--- src/rtl/i2c_slave_regbank.sv ---
// i2c_slave_regbank: 7-bit addressed I2C target with an auto-incrementing byte register bank.
// Ports: clk, rst_n (synchronous, active-low); scl_i/sda_i raw pin levels; sda_oe=1 pulls SDA low;
// regs is the flat bank (reg k at [8k+7:8k]); wr_strobe/wr_index flag each committed data byte;
// busy is high while this target is addressed.
// Define I2C_GENERAL_CALL_EN to also ACK writes to address 7'h00 (general call).
module i2c_slave_regbank #(
    parameter logic [6:0] SLAVE_ADDR  = 7'h08,
    parameter int         NUM_REGS    = 4,
    parameter int         SYNC_STAGES = 2,
    localparam int        PW          = (NUM_REGS > 2) ? $clog2(NUM_REGS) : 1
) (
    input  logic                  clk,
    input  logic                  rst_n,
    input  logic                  scl_i,
    input  logic                  sda_i,
    output logic                  sda_oe,
    output logic [8*NUM_REGS-1:0] regs,
    output logic                  wr_strobe,
    output logic [PW-1:0]         wr_index,
    output logic                  busy
);
    typedef enum logic [3:0] {
        IDLE, ADDR, ADDR_ACK, PTR, PTR_ACK, WDATA, WDATA_ACK, RDATA, RDATA_ACK, WAIT_STOP
    } state_t;
    state_t                 state_q;
    logic [SYNC_STAGES-1:0] scl_sync_q, sda_sync_q;
    logic                   scl_h_q, sda_h_q;
    logic [2:0]             cnt_q;
    logic [6:0]             sh_q;
    logic                   rd_q, nack_q;
    logic [PW-1:0]          ptr_q, wr_index_q;
    logic                   sda_oe_q, wr_strobe_q, busy_q;
    logic [7:0]             regs_q [NUM_REGS];
    logic                   scl_s, sda_s, scl_rise, scl_fall, start_det, stop_det, addr_match;
    logic [7:0]             rx_byte;
    logic [PW-1:0]          ptr_inc;
    assign scl_s     = scl_sync_q[SYNC_STAGES-1];
    assign sda_s     = sda_sync_q[SYNC_STAGES-1];
    assign scl_rise  = scl_s & ~scl_h_q;
    assign scl_fall  = ~scl_s & scl_h_q;
    // SCL must be high in both samples, so a same-sample SCL+SDA change is just a data bit
    assign start_det = scl_s & scl_h_q & sda_h_q & ~sda_s;
    assign stop_det  = scl_s & scl_h_q & ~sda_h_q & sda_s;
    assign rx_byte   = {sh_q, sda_s};
    assign ptr_inc   = (ptr_q == PW'(NUM_REGS - 1)) ? '0 : ptr_q + 1'b1;
`ifdef I2C_GENERAL_CALL_EN
    assign addr_match = (rx_byte[7:1] == SLAVE_ADDR) || (rx_byte == 8'h00);
`else
    assign addr_match = rx_byte[7:1] == SLAVE_ADDR;
`endif
    always_ff @(posedge clk) begin
        if (!rst_n) begin
            scl_sync_q  <= '1;
            sda_sync_q  <= '1;
            scl_h_q     <= 1'b1;
            sda_h_q     <= 1'b1;
            state_q     <= IDLE;
            cnt_q       <= '0;
            sh_q        <= '0;
            rd_q        <= 1'b0;
            nack_q      <= 1'b0;
            ptr_q       <= '0;
            sda_oe_q    <= 1'b0;
            wr_strobe_q <= 1'b0;
            wr_index_q  <= '0;
            busy_q      <= 1'b0;
            for (int i = 0; i < NUM_REGS; i++) regs_q[i] <= '0;
        end else begin
            scl_sync_q  <= {scl_sync_q[SYNC_STAGES-2:0], scl_i};
            sda_sync_q  <= {sda_sync_q[SYNC_STAGES-2:0], sda_i};
            scl_h_q     <= scl_s;
            sda_h_q     <= sda_s;
            wr_strobe_q <= 1'b0;
            if (start_det) begin
                state_q  <= ADDR;
                cnt_q    <= '0;
                sda_oe_q <= 1'b0;
            end else if (stop_det) begin
                state_q  <= IDLE;
                cnt_q    <= '0;
                sda_oe_q <= 1'b0;
                busy_q   <= 1'b0;
            end else begin
                case (state_q)
                    // cnt_q wraps back to 0 on the 8th sampled bit
                    ADDR, PTR, WDATA: if (scl_rise) begin
                        sh_q  <= rx_byte[6:0];
                        cnt_q <= cnt_q + 3'd1;
                        if (cnt_q == 3'd7) begin
                            if (state_q == ADDR) begin
                                state_q <= addr_match ? ADDR_ACK : WAIT_STOP;
                                busy_q  <= addr_match;
                                rd_q    <= rx_byte[0];
                            end else if (state_q == PTR) begin
                                ptr_q   <= PW'(rx_byte % NUM_REGS);
                                state_q <= PTR_ACK;
                            end else begin
                                regs_q[ptr_q] <= rx_byte;
                                wr_strobe_q   <= 1'b1;
                                wr_index_q    <= ptr_q;
                                ptr_q         <= ptr_inc;
                                state_q       <= WDATA_ACK;
                            end
                        end
                    end
                    // first falling edge starts the ACK, second one ends it
                    ADDR_ACK, PTR_ACK, WDATA_ACK: if (scl_fall) begin
                        if (!sda_oe_q) begin
                            sda_oe_q <= 1'b1;
                        end else if (state_q == ADDR_ACK && rd_q) begin
                            state_q  <= RDATA;
                            sh_q     <= regs_q[ptr_q][6:0];
                            sda_oe_q <= ~regs_q[ptr_q][7];
                        end else begin
                            state_q  <= (state_q == ADDR_ACK) ? PTR : WDATA;
                            sda_oe_q <= 1'b0;
                        end
                    end
                    RDATA: if (scl_fall) begin
                        cnt_q    <= cnt_q + 3'd1;
                        sh_q     <= {sh_q[5:0], 1'b0};
                        sda_oe_q <= (cnt_q == 3'd7) ? 1'b0 : ~sh_q[6];
                        state_q  <= (cnt_q == 3'd7) ? RDATA_ACK : RDATA;
                    end
                    RDATA_ACK: begin
                        if (scl_rise) nack_q <= sda_s;
                        if (scl_fall) begin
                            if (nack_q) begin
                                state_q <= WAIT_STOP;
                            end else begin
                                ptr_q    <= ptr_inc;
                                sh_q     <= regs_q[ptr_inc][6:0];
                                sda_oe_q <= ~regs_q[ptr_inc][7];
                                state_q  <= RDATA;
                            end
                        end
                    end
                    default: ;
                endcase
            end
        end
    end
    assign sda_oe    = sda_oe_q;
    assign wr_strobe = wr_strobe_q;
    assign wr_index  = wr_index_q;
    assign busy      = busy_q;
    for (genvar k = 0; k < NUM_REGS; k++) begin : g_regs
        assign regs[8*k +: 8] = regs_q[k];
    end
endmodule

--- config.mk ---
export PLATFORM = sky130hd
export DESIGN_NAME = i2c_slave_regbank
export DESIGN_NICKNAME = d
export VERILOG_FILES = /design/src/rtl/i2c_slave_regbank.sv
export SDC_FILE = /design/constraint.sdc
export NUM_CORES = 1
export LEC_CHECK = 0
export BUFFER_PORTS_ARGS = -buffer_cell sky130_fd_sc_hd__buf_2
export CORE_MARGIN = 4
export CORE_UTILIZATION = 52
export DETAILED_ROUTE_END_ITERATION = 10
export PLACE_DENSITY = 0.84
export SLEW_MARGIN = 20
export SYNTH_ARGS = -nofsm -noshare
export SYNTH_HDL_FRONTEND = slang
export SYNTH_SLANG_ARGS = --single-unit
--- constraint.sdc ---
create_clock -name clk -period 2.3 [get_ports clk]
set_input_delay 0.23 -clock clk [delete_from_list [all_inputs] [get_ports clk]]
set_output_delay 0.23 -clock clk [all_outputs]
set_load 0.05 [all_outputs]
Word-level counts from Yosys, hierarchy flattened
Memory sizes are Yosys's and may differ from the RTL's. A register that Yosys moved wholly into a read port is not among the register bits.
Index checks and enable logic that the tools add are counted.
{"block": "totals", "regBits": 29, "latch_bits": 0, "ramBits": 32, "romBits": 0, "input_bits": 4, "wordCells": 150, "n_memories": 1}
{"block": "op_classes", "n_addsub": 2, "mul": 0, "div": 0, "n_lt_le_gt_ge": 0, "eq_ne": 26, "n_shift": 0, "mux": 63, "bitwise": 19, "reduce_logical": 24}
{"name": "regs_q", "words": 4, "word_bits": 8, "rd": 6, "rd_ports_with_merged_regs": 1, "wr": 4, "line": "33", "source": "logic [7:0] regs_q [NUM_REGS];"}
{"op": "$mux W7", "count": 7}
{"op": "$mux W4", "count": 10}
{"op": "$pmux W7 S4", "count": 1}
{"op": "$mux W1", "count": 25}
{"op": "$ne A4 B4 Y1 const B", "count": 6}
{"op": "$mux W2", "count": 11}
{"op": "$reduce_and A7 Y1", "count": 3}
{"op": "$ne A2 B2 Y1 const B", "count": 9}
{"op": "$eq A4 B3 Y1 const B", "count": 4}
{"op": "$pmux W4 S4", "count": 1}
{"op": "$mux W3", "count": 4}
{"op": "$not A1 Y1", "count": 12}
{"op": "$reduce_bool A2 Y1", "count": 6}
{"op": "$reduce_and A10 Y1", "count": 1}
{"op": "$reduce_and A5 Y1", "count": 2}
{"op": "$reduce_or A3 Y1", "count": 3}
{"op": "$eq A4 B2 Y1 const B", "count": 2}
{"op": "$mux W8", "count": 1}
{"op": "$reduce_and A8 Y1", "count": 1}
{"op": "$reduce_or A8 Y1", "count": 1}
{"op": "$and A1 B1 Y1", "count": 7}
{"op": "$eq A7 B4 Y1 const B", "count": 1}
{"op": "$pmux W3 S2", "count": 1}
{"op": "$reduce_and A6 Y1", "count": 1}
{"op": "other kinds (14)", "count": 14}

Longest topological paths before layout
Gate-level depths: netlist (run 1).
{"block": "logic_depth", "word_depth": 12, "mapped_depth": 8}

Worst setup path after synthesis (run 1)
No wires, ideal clock.
{"block": "synth_path", "kind": "register to register", "startpoint": "register cnt_q[0]", "endpoint": "memory regs_q[2][0] (enable)", "arrival_time_ps": 1836, "required_time_ps": 1966, "setup_slack_ps": 130, "path_stages_with_launch": 9, "synth_period_minus_slack_ps": 2170, "path_cell_list": "dfxtp_1 > ha_1 > ha_1 > and3b_1 > and3_1 > buf_2 > nand2_2 > nor3b_2 > nand2b_1"}
{"element": "start: declaration", "line": "28", "source": "logic [2:0] cnt_q;"}
{"element": "start signal: assignment", "line": "88", "source": "cnt_q <= cnt_q + 3'd1;"}
{"element": "start signal: assignment", "line": "120", "source": "cnt_q <= cnt_q + 3'd1;"}
{"element": "end: declaration", "line": "33"}

==> flow_summary.toml, run 1 <==
[run_status]
status = "finished clean"

[power_and_ir_drop]
power_mw = 4.40
ir_worst_vdd_mv = 0.574
clockPowerShare = 0.215
seq_power_share = 0.363
switchingPower_mw = 1.79
internal_power_mw = 2.61
power_leakage_nw = 1.55
powerDensity_nw_per_um2 = 1120
comb_power_share = 0.422
swShare = 0.407

[clocking]
clock_path_buffers = 2
clk_pin_slew_ps = 70
htree_levels = 3
root_buffer = "clkbuf_8"
cts_made_buffers = 9
cts_tree = "done"
cts_sinks = 63
clk_latency_ps = 350

[synthesis]
synthCells = 298
synth_cell_types = 61
ys_seq_area_frac = 0.469
synthArstFlopShare = 0
yosysWarnings = 0
synthFlopType = "edfxtp_1"
synth_edf_count = 32
synth.net_count = 305
synth_area_per_cell_um2 = 11.3
ys_ff_latch = 63
synthesis.area_um2 = 3370

[routing]
drt-initial-drc-count = 298
ant_nets = 0
avgViaCountPerCell = 6.41
drc = 0
wirelength_um = 8780
wl_per_cell_um = 20.2
vias = 2782
firstDrtPassIters = 5

[worst_setup_path]
path_common_cell = "ha_1"
crit_family = "simple AND/OR/NAND/NOR gates"
crit_path_start_kind = "flip-flop"
slowest_delay_ps = 390
end_kind = "flip-flop"
crit_chain = "ha_1 -> ha_1 -> and3b_1 -> and3_1 -> nand2_2 -> nor3_2 -> nand2b_1"
crit_fanout = 8
ff2ff_setup_slack_ps = 150
critPathKind = "flip-flop to flip-flop"
crit_buf_inv = 0
slowest_stage = "nand2b_1"
cp.required_ps = 2300
worstPathArrival_ps = 2160

[timing]
tightest_slew_ps = 596
finalSetupTns_ps = 0
finalCriticalPeriod_ps = 2150
rsz0062_at_grt = "false"
clock-skew-final_ps = 8.87
hold_viol = 0
slew_headroom = 0.597
min_period_over_period = 0.937
slew_violations = 0
finalSetupViolCount = 0
fmax_mhz = 464

[die]
die_h_um = 88.5
start_util = 0.534
rows = 29
ios = 41
die_w_um = 88.5
fp.coreArea_um2 = 6310
dieArea_um2 = 7830

[grt]
grt_max_degree = 16
grt_pass1_wl_um = 14500
grt_pass1_vias = 2725
grt_antenna_before_repair = 0
overflow = 0
grt_usage = 0.248

[layout]
areaGrowthSynthToFinish_pct = 16.5
layout.nets = 359
n_antenna_cell = 0
drive_gt1_frac = 0.280
fill_cells = 507

[place]
port_buffers = 40
gp_congestion = 1.01
dp_hpwl_um = 6340

[flow_run]
maxCapViolations = 0

[hold_path]
hold_path.class = "input pin to flip-flop"
[area by class of cell]
| class | instances | area [um^2] | area share |
|---|---|---|---|
| clock buffer | 10 | 128 | 0.0325 |
| clock inverter | 6 | 60.1 | 0.0153 |
| inverter | 7 | 26.3 | 0.00669 |
| multi-input combinational | 209 | 1670 | 0.425 |
| sequential | 63 | 1580 | 0.403 |
| tap | 77 | 96.3 | 0.0245 |
| timing repair buffer | 62 | 365 | 0.0931 |
[synth_stat cells, types with 7 or more instances]
cell | number | share of area
nor2_1 | 15 | 0.017
o21ai_0 | 9 | 0.013
dfxtp_1 | 31 | 0.18
nand3_1 | 7 | 0.010
mux4_1 | 7 | 0.055
mux4_2 | 9 | 0.060
a32oi_1 | 8 | 0.021
buf_2 | 10 | 0.015
edfxtp_1 | 32 | 0.29
mux2i_1 | 8 | 0.024
and3_1 | 11 | 0.020
nand2b_1 | 13 | 0.024
a311oi_1 | 7 | 0.018
a21oi_1 | 18 | 0.027
and2_1 | 26 | 0.048
nand2_1 | 19 | 0.021
[logic make-up after synthesis]
logic type | share of synthesized area
adder cells (fa/ha/maj) | 0.0141
XOR/XNOR | 0.00520
multiplexers | 0.139
AO/OA/AOI/OAI | 0.134
AND/OR/NAND/NOR | 0.202
flip-flops | 0.469
buffers and inverters | 0.0371
[sequential cells by signal, indices dropped and copies added (netlist names), named ones only]
name        flops
wr_index        2
scl_sync_q      2
rd_q            1
wr_strobe       1
nack_q          1
cnt_q           3
sh_q            7
regs_q         32
sda_h_q         1
sda_sync_q      2
scl_h_q         1
ptr_q           2
sda_oe          1
state_q         4
busy            1
[cell usage in the layout (no fill, tap or decap), types with 3 or more instances in the layout]
master,instances
nand3_1,7
a32oi_1,8
nor2_1,15
clkbuf_8,9
and3_1,11
inv_1,5
a21oi_1,18
dfxtp_1,31
o21ai_0,9
mux4_1,7
edfxtp_1,32
buf_4,22
nor3_1,4
nand2_1,19
mux2i_1,8
a311oi_1,7
nand2b_1,11
mux4_2,9
and2_1,26
nor2b_1,3
buf_2,40
ha_1,3
[what timing repair did]
item	CTS	global route
hold buffers	0	0
gates resized for setup	0	2
hold endpoints to repair	0	0
buffers inserted	0	0
endpoints found under the setup margin	0	16
[layer usage]
layer,routed length [um],global-route usage,vias up,part of all wire
li1,-,-,1248,-
met5,0,0,-,0
met3,721,0.0521,30,0.082
met1,3570,0.327,1345,0.41
met2,4260,0.390,159,0.48
met4,229,0.122,0,0.026
[through the flow]
step	cell area (um^2)	cells	hold WS, ps	worst slack [ps]	util
after floorplan	3370	298	331	130	-
after global placement	3730	418	389	193	0.591
final	3930	434	62.5	145	0.622
after global routing	3930	434	60.4	3.22	0.622
after CTS	3920	434	50.6	132	0.621
after detailed placement	3730	418	398	166	0.591
[power by group through the flow]
stage	registers (mW)	logic, mW	clock network [mW]
after floorplan	1.53	1.39	0
after global placement	1.59	1.79	0
after detailed placement	1.60	1.82	0
after CTS	1.58	1.83	0.954
after global routing	1.62	2.02	0.994
final	1.60	1.86	0.944
[final timing paths]
path | startpoint | to | cells past startpoint
setup / recovery | cnt_q[0]$_SDFFE_PP0P_ | regs_q[0][7]$_SDFFCE_PN0P_ | 7
hold / removal | scl_i | scl_sync_q[0]$_SDFF_PN1_ | 2
setup reg to reg | cnt_q[0]$_SDFFE_PP0P_ | regs_q[0][7]$_SDFFCE_PN0P_ | 7
hold reg to reg | sda_sync_q[0]$_SDFF_PN1_ | sda_sync_q[1]$_SDFF_PN1_ | 1
Note: power is estimated with default switching activity, not from simulation.
==> run 2, diff against run 1 <==
Settings changed: CELL_PAD_IN_SITES_DETAIL_PLACEMENT set to 0, CELL_PAD_IN_SITES_GLOBAL_PLACEMENT set to 1, CORE_UTILIZATION 52 to 42, PLACE_DENSITY 0.84 to 0.85.
==> run 2 against run 1 <==
Via count is 2.9% lower; clock skew is 1.4 ps higher; routed wire length is 0.15% lower; cell area is 0.92% higher; sequential power hardly changed; sequential share of layout area is 0.37 points lower; total power is 1.2% higher; worst hold slack better by 3.5 ps; cell count is 4.8% higher; critical endpoint is now regs_q[2][1]$_SDFFCE_PN0P_; highest routed layer unchanged.
==> flow_summary.toml, run 2 (synthesized netlist as in run 1, its figures left out) <==
[clocking]
clk_pin_slew_ps = 70
clock_path_buffers = 2
clk_latency_ps = 340
htree_levels = 3
cts_sinks = 63
postCtsHoldBufs = 0
root_buffer = "clkbuf_8"
cts_tree = "done"
cts_setup_buffers = 0
cts_made_buffers = 9

[worst_setup_path]
reg2reg_from = "cnt_q[0]$_SDFFE_PP0P_"
rr_endpoint = "regs_q[2][1]$_SDFFCE_PN0P_"
crit_path_start_kind = "flip-flop"
reg2reg_depth = 7
ff2ff_setup_slack_ps = 200
crit_fanout = 8
end_kind = "flip-flop"
endpoint = "regs_q[2][1]$_SDFFCE_PN0P_"
crit_start = "cnt_q[0]$_SDFFE_PP0P_"
worstPathArrival_ps = 2130
cp.required_ps = 2330
critPathKind = "flip-flop to flip-flop"

[grt]
grt_util_met2 = 0.309
grt_pass1_vias = 2657
grt_pass1_wl_um = 14300
overflow = 0
met1_usage = 0.237
grt_max_degree = 16
grt_usage = 0.188
grt_antenna_before_repair = 0
top_usage_layer = "met2"
grt_util_met3 = 0.0366

[routing]
drt-initial-drc-count = 181
ant_nets = 0
wirelength_um = 8770
firstDrtPassIters = 4
drc = 0
vias = 2701
avgViaCountPerCell = 5.94
wl_per_cell_um = 19.3

[layout]
final_util = 0.510
multi_input_area_um2 = 1670
layout_commonest_cell = "buf_2"
final_cell_mix = "buf_2, edfxtp_1, dfxtp_1, and2_1, nand2_1"
stdcell_count = 455
seq_area_um2 = 1580
regMostFlops = "regs_q"
areaGrowthSynthToFinish_pct = 17.6
n_antenna_cell = 0
biggestRegsByFlops = "regs_q: 32 flops, sh_q: 7 flops, state_q: 4 flops"
layout.nets = 355
largest_reg_flops = 32
drive_gt1_frac = 0.278
fill_cells = 716

[timing]
tightest_slew_ps = 687
finalCriticalPeriod_ps = 2100
hold_ws_ps = 65.9
slew_violations = 0
slew_headroom = 0.536
fmax_mhz = 477
finalSetupViolCount = 0
clock-skew-final_ps = 10.2
min_period_over_period = 0.911
hold_viol = 0
finalSetupTns_ps = 0
rsz0062_at_grt = "false"

[power_and_ir_drop]
switchingPower_mw = 1.77
powerDensity_nw_per_um2 = 1120
seq_power_share = 0.360
swShare = 0.398
ir_worst_vdd_mv = 0.497
internal_power_mw = 2.68
comb_power_share = 0.401
power_mw = 4.45
power_leakage_nw = 1.54
clockPowerShare = 0.239

[die]
fp.coreArea_um2 = 7770
ios = 41
dieArea_um2 = 9520
die_w_um = 97.6
die_h_um = 97.6
start_util = 0.434
rows = 32

[place]
gp_congestion = 0.958
dp.cells = 439
port_buffers = 40
dp_hpwl_um = 6490

[flow_run]
maxCapViolations = 0

[hold_path]
hold_path.class = "input pin to flip-flop"

[run_status]
status = "finished clean"
run 2: cell count changes in the layout (fill, tap and decap cells not counted), sizes merged:
cell	delta
buf	-4
bufinv	+1
clkinvlp	+1
clkinv	-1
clkbuf	-1
run 2: power by group through the flow:
stage	Sequential (mW)	Clock, mW	Combinational [mW]
3_3_place_gp	1.61	0	1.73
4_1_cts	1.59	1.08	1.76
6_report	1.60	1.07	1.79
3_5_place_dp	1.61	0	1.75
5_1_grt	1.63	1.13	1.94
2_1_floorplan	1.53	0	1.39
run 2: worst min path at each step:
stage / from / slack (ps) / depth (start not counted) / end
finish: scl_i / 70 / 2 / scl_sync_q[0]$_SDFF_PN1_
global placement: scl_sync_q[0]$_SDFF_PN1_ / 390 / 1 / scl_sync_q[1]$_SDFF_PN1_
floorplan: scl_i / 330 / 1 / scl_sync_q[0]$_SDFF_PN1_
global route: sda_i / 70 / 2 / sda_sync_q[0]$_SDFF_PN1_
detailed placement: sda_sync_q[0]$_SDFF_PN1_ / 400 / 1 / sda_sync_q[1]$_SDFF_PN1_
CTS: scl_i / 60 / 2 / scl_sync_q[0]$_SDFF_PN1_
run 2: timing repair:
item                                   CTS  global route
setup endpoints to repair                0            24
endpoints found under the hold margin    0             0
resized for setup                        0             3
run 2: through the flow:
stage	area (um^2)	worst slack, ps
2_1_floorplan	3370	130
3_3_place_gp	3730	206
6_report	3960	204
4_1_cts	3950	86.2
5_1_grt	3960	52.0
3_5_place_dp	3730	110
run 2: critical path: stages (launching register included):
cell	delay [ps]
dfxtp_1	350
ha_1	160
ha_1	190
and3b_1	250
and3_1	250
nand2_2	120
nor3b_2	220
nand2b_2	250
run 2: area by class of cell:
type	count	share of cell area
flip-flops and latches	63	0.399
repair buffers	58	0.0846
clock buffers	9	0.0313
well taps	102	0.0322
multi-input cells	209	0.422
inverters	7	0.00663
clock inverters	7	0.0243
run 2: layer usage:
metal  part of all wire  vias to the layer above
met2               0.49                       96
met1               0.43                     1335
li1                   -                     1240
met3              0.047                       30
met5                  0                        -
met4              0.036                        0
==> run 3, diff against run 2 <==
Settings changed: ABC_AREA set to 0, CORE_ASPECT_RATIO set to 2.
==> run 3 against run 2 <==
Critical path depth unchanged; count of clock-buffer cells in the layout up 2; non-clock buffer count up 8; clock skew down 5.9 ps; register-to-register slack better by 30 ps; cell count up 0.44%; flip-flop and latch count unchanged; worst hold slack better by 16 ps; sequential share of layout area down 1.8 points; critical path type unchanged; clock power up 50%; total power up 18%; worst setup slack better by 25 ps.
==> flow_summary.toml, run 3 (synthesized netlist as in run 1, its figures left out) <==
[routing]
drc = 0
vias = 2729
wirelength_um = 9970
avgViaCountPerCell = 5.97
firstDrtPassIters = 4
ant_nets = 0
wl_per_cell_um = 21.8
drt-initial-drc-count = 140

[power_and_ir_drop]
seq_power_share = 0.302
power_leakage_nw = 1.65
internal_power_mw = 3.30
switchingPower_mw = 1.96
ir_worst_vdd_mv = 0.779
powerDensity_nw_per_um2 = 1270
swShare = 0.373
power_mw = 5.26
comb_power_share = 0.391
clockPowerShare = 0.307

[worst_setup_path]
end_kind = "flip-flop"
cp.required_ps = 2320
crit_path_start_kind = "flip-flop"
ff2ff_setup_slack_ps = 230
worstPathArrival_ps = 2090
critPathKind = "flip-flop to flip-flop"
crit_fanout = 8

[die]
fp.coreArea_um2 = 7890
die_h_um = 135
die_w_um = 71.3
start_util = 0.427
dieArea_um2 = 9610
rows = 46
ios = 41

[place]
gp_congestion = 0.998
dp.cells = 441
dp_hpwl_um = 7550
port_buffers = 40

[grt]
grt_max_degree = 18
grt_antenna_before_repair = 0
grt_pass1_wl_um = 15900
overflow = 0
grt_pass1_vias = 2922
grt_usage = 0.222

[layout]
biggestRegsByFlops = "regs_q: 32 flops, sh_q: 7 flops, state_q: 4 flops"
layout_commonest_cell = "buf_2"
seq_area_um2 = 1580
final_util = 0.526
final_cell_mix = "buf_2, edfxtp_1, dfxtp_1, and2_1, buf_4"
drive_gt1_frac = 0.294
stdcell_count = 457
n_antenna_cell = 0
regMostFlops = "regs_q"
fill_cells = 679
multi_input_area_um2 = 1670
largest_reg_flops = 32
layout.nets = 363
areaGrowthSynthToFinish_pct = 23.1

[clocking]
htree_levels = 3
cts_sinks = 63
cts_made_buffers = 9
root_buffer = "clkbuf_16"
postCtsHoldBufs = 0
cts.repair.resized = 0
clk_pin_slew_ps = 50
cts_setup_buffers = 0
clk_latency_ps = 330
clock_path_buffers = 2
cts_tree = "done"

[timing]
rsz0062_at_grt = "false"
fmax_mhz = 483
tightest_slew_ps = 568
finalSetupViolCount = 0
slew_headroom = 0.616
hold_viol = 0
slew_violations = 0
min_period_over_period = 0.900
hold_ws_ps = 81.7
finalSetupTns_ps = 0
finalCriticalPeriod_ps = 2070
clock-skew-final_ps = 4.40

[flow_run]
maxCapViolations = 0

[run_status]
status = "finished clean"

[hold_path]
hold_path.class = "input pin to flip-flop"
-- run 3: routing by layer --
metal  share of wire  global-route usage  wire length [um]
met5               0                   0                 0
met4           0.055               0.146               549
met3           0.033              0.0380               329
met2            0.59               0.425              5850
met1            0.32               0.205              3230
-- run 3: final cells by class --
| class | count | area share |
|---|---|---|
| multi-input combinational | 209 | 0.402 |
| sequential | 63 | 0.381 |
| timing repair buffer | 66 | 0.0953 |
| clock buffer | 11 | 0.0609 |
| tap | 96 | 0.0290 |
| clock inverter | 5 | 0.0250 |
| inverter | 7 | 0.00633 |
-- run 3: path summary, 6_finish.rpt --
kind / startpoint / end / depth (start not counted)
max: cnt_q[0]$_SDFFE_PP0P_ / regs_q[2][3]$_SDFFCE_PN0P_ / 7
max reg2reg: cnt_q[0]$_SDFFE_PP0P_ / regs_q[2][3]$_SDFFCE_PN0P_ / 7
min: sda_i / sda_sync_q[0]$_SDFF_PN1_ / 2
min reg2reg: sda_sync_q[0]$_SDFF_PN1_ / sda_sync_q[1]$_SDFF_PN1_ / 1
-- run 3: power by group through the flow --
| stage | clock network [mW] | logic, mW | registers (mW) |
|---|---|---|---|
| 3_5_place_dp | 0 | 1.99 | 1.60 |
| 5_1_grt | 1.67 | 2.21 | 1.61 |
| 2_1_floorplan | 0 | 1.39 | 1.53 |
| 6_report | 1.61 | 2.05 | 1.59 |
| 3_3_place_gp | 0 | 1.96 | 1.60 |
| 4_1_cts | 1.62 | 2.01 | 1.58 |
-- run 3: metrics by stage --
| stage | instance area (um^2) | worst slack [ps] |
|---|---|---|
| 2_1_floorplan | 3370 | 130 |
| 3_3_place_gp | 3790 | 190 |
| 3_5_place_dp | 3790 | 112 |
| 4_1_cts | 4140 | 97.6 |
| 5_1_grt | 4150 | 94.4 |
| 6_report | 4150 | 230 |
-- run 3: worst max-delay path: stages, from the launching register on --
cell,delay (ps)
dfxtp_1,350
ha_1,160
ha_1,170
and3b_1,230
and3_1,240
nand2_2,110
nor3b_2,210
nand2b_2,280
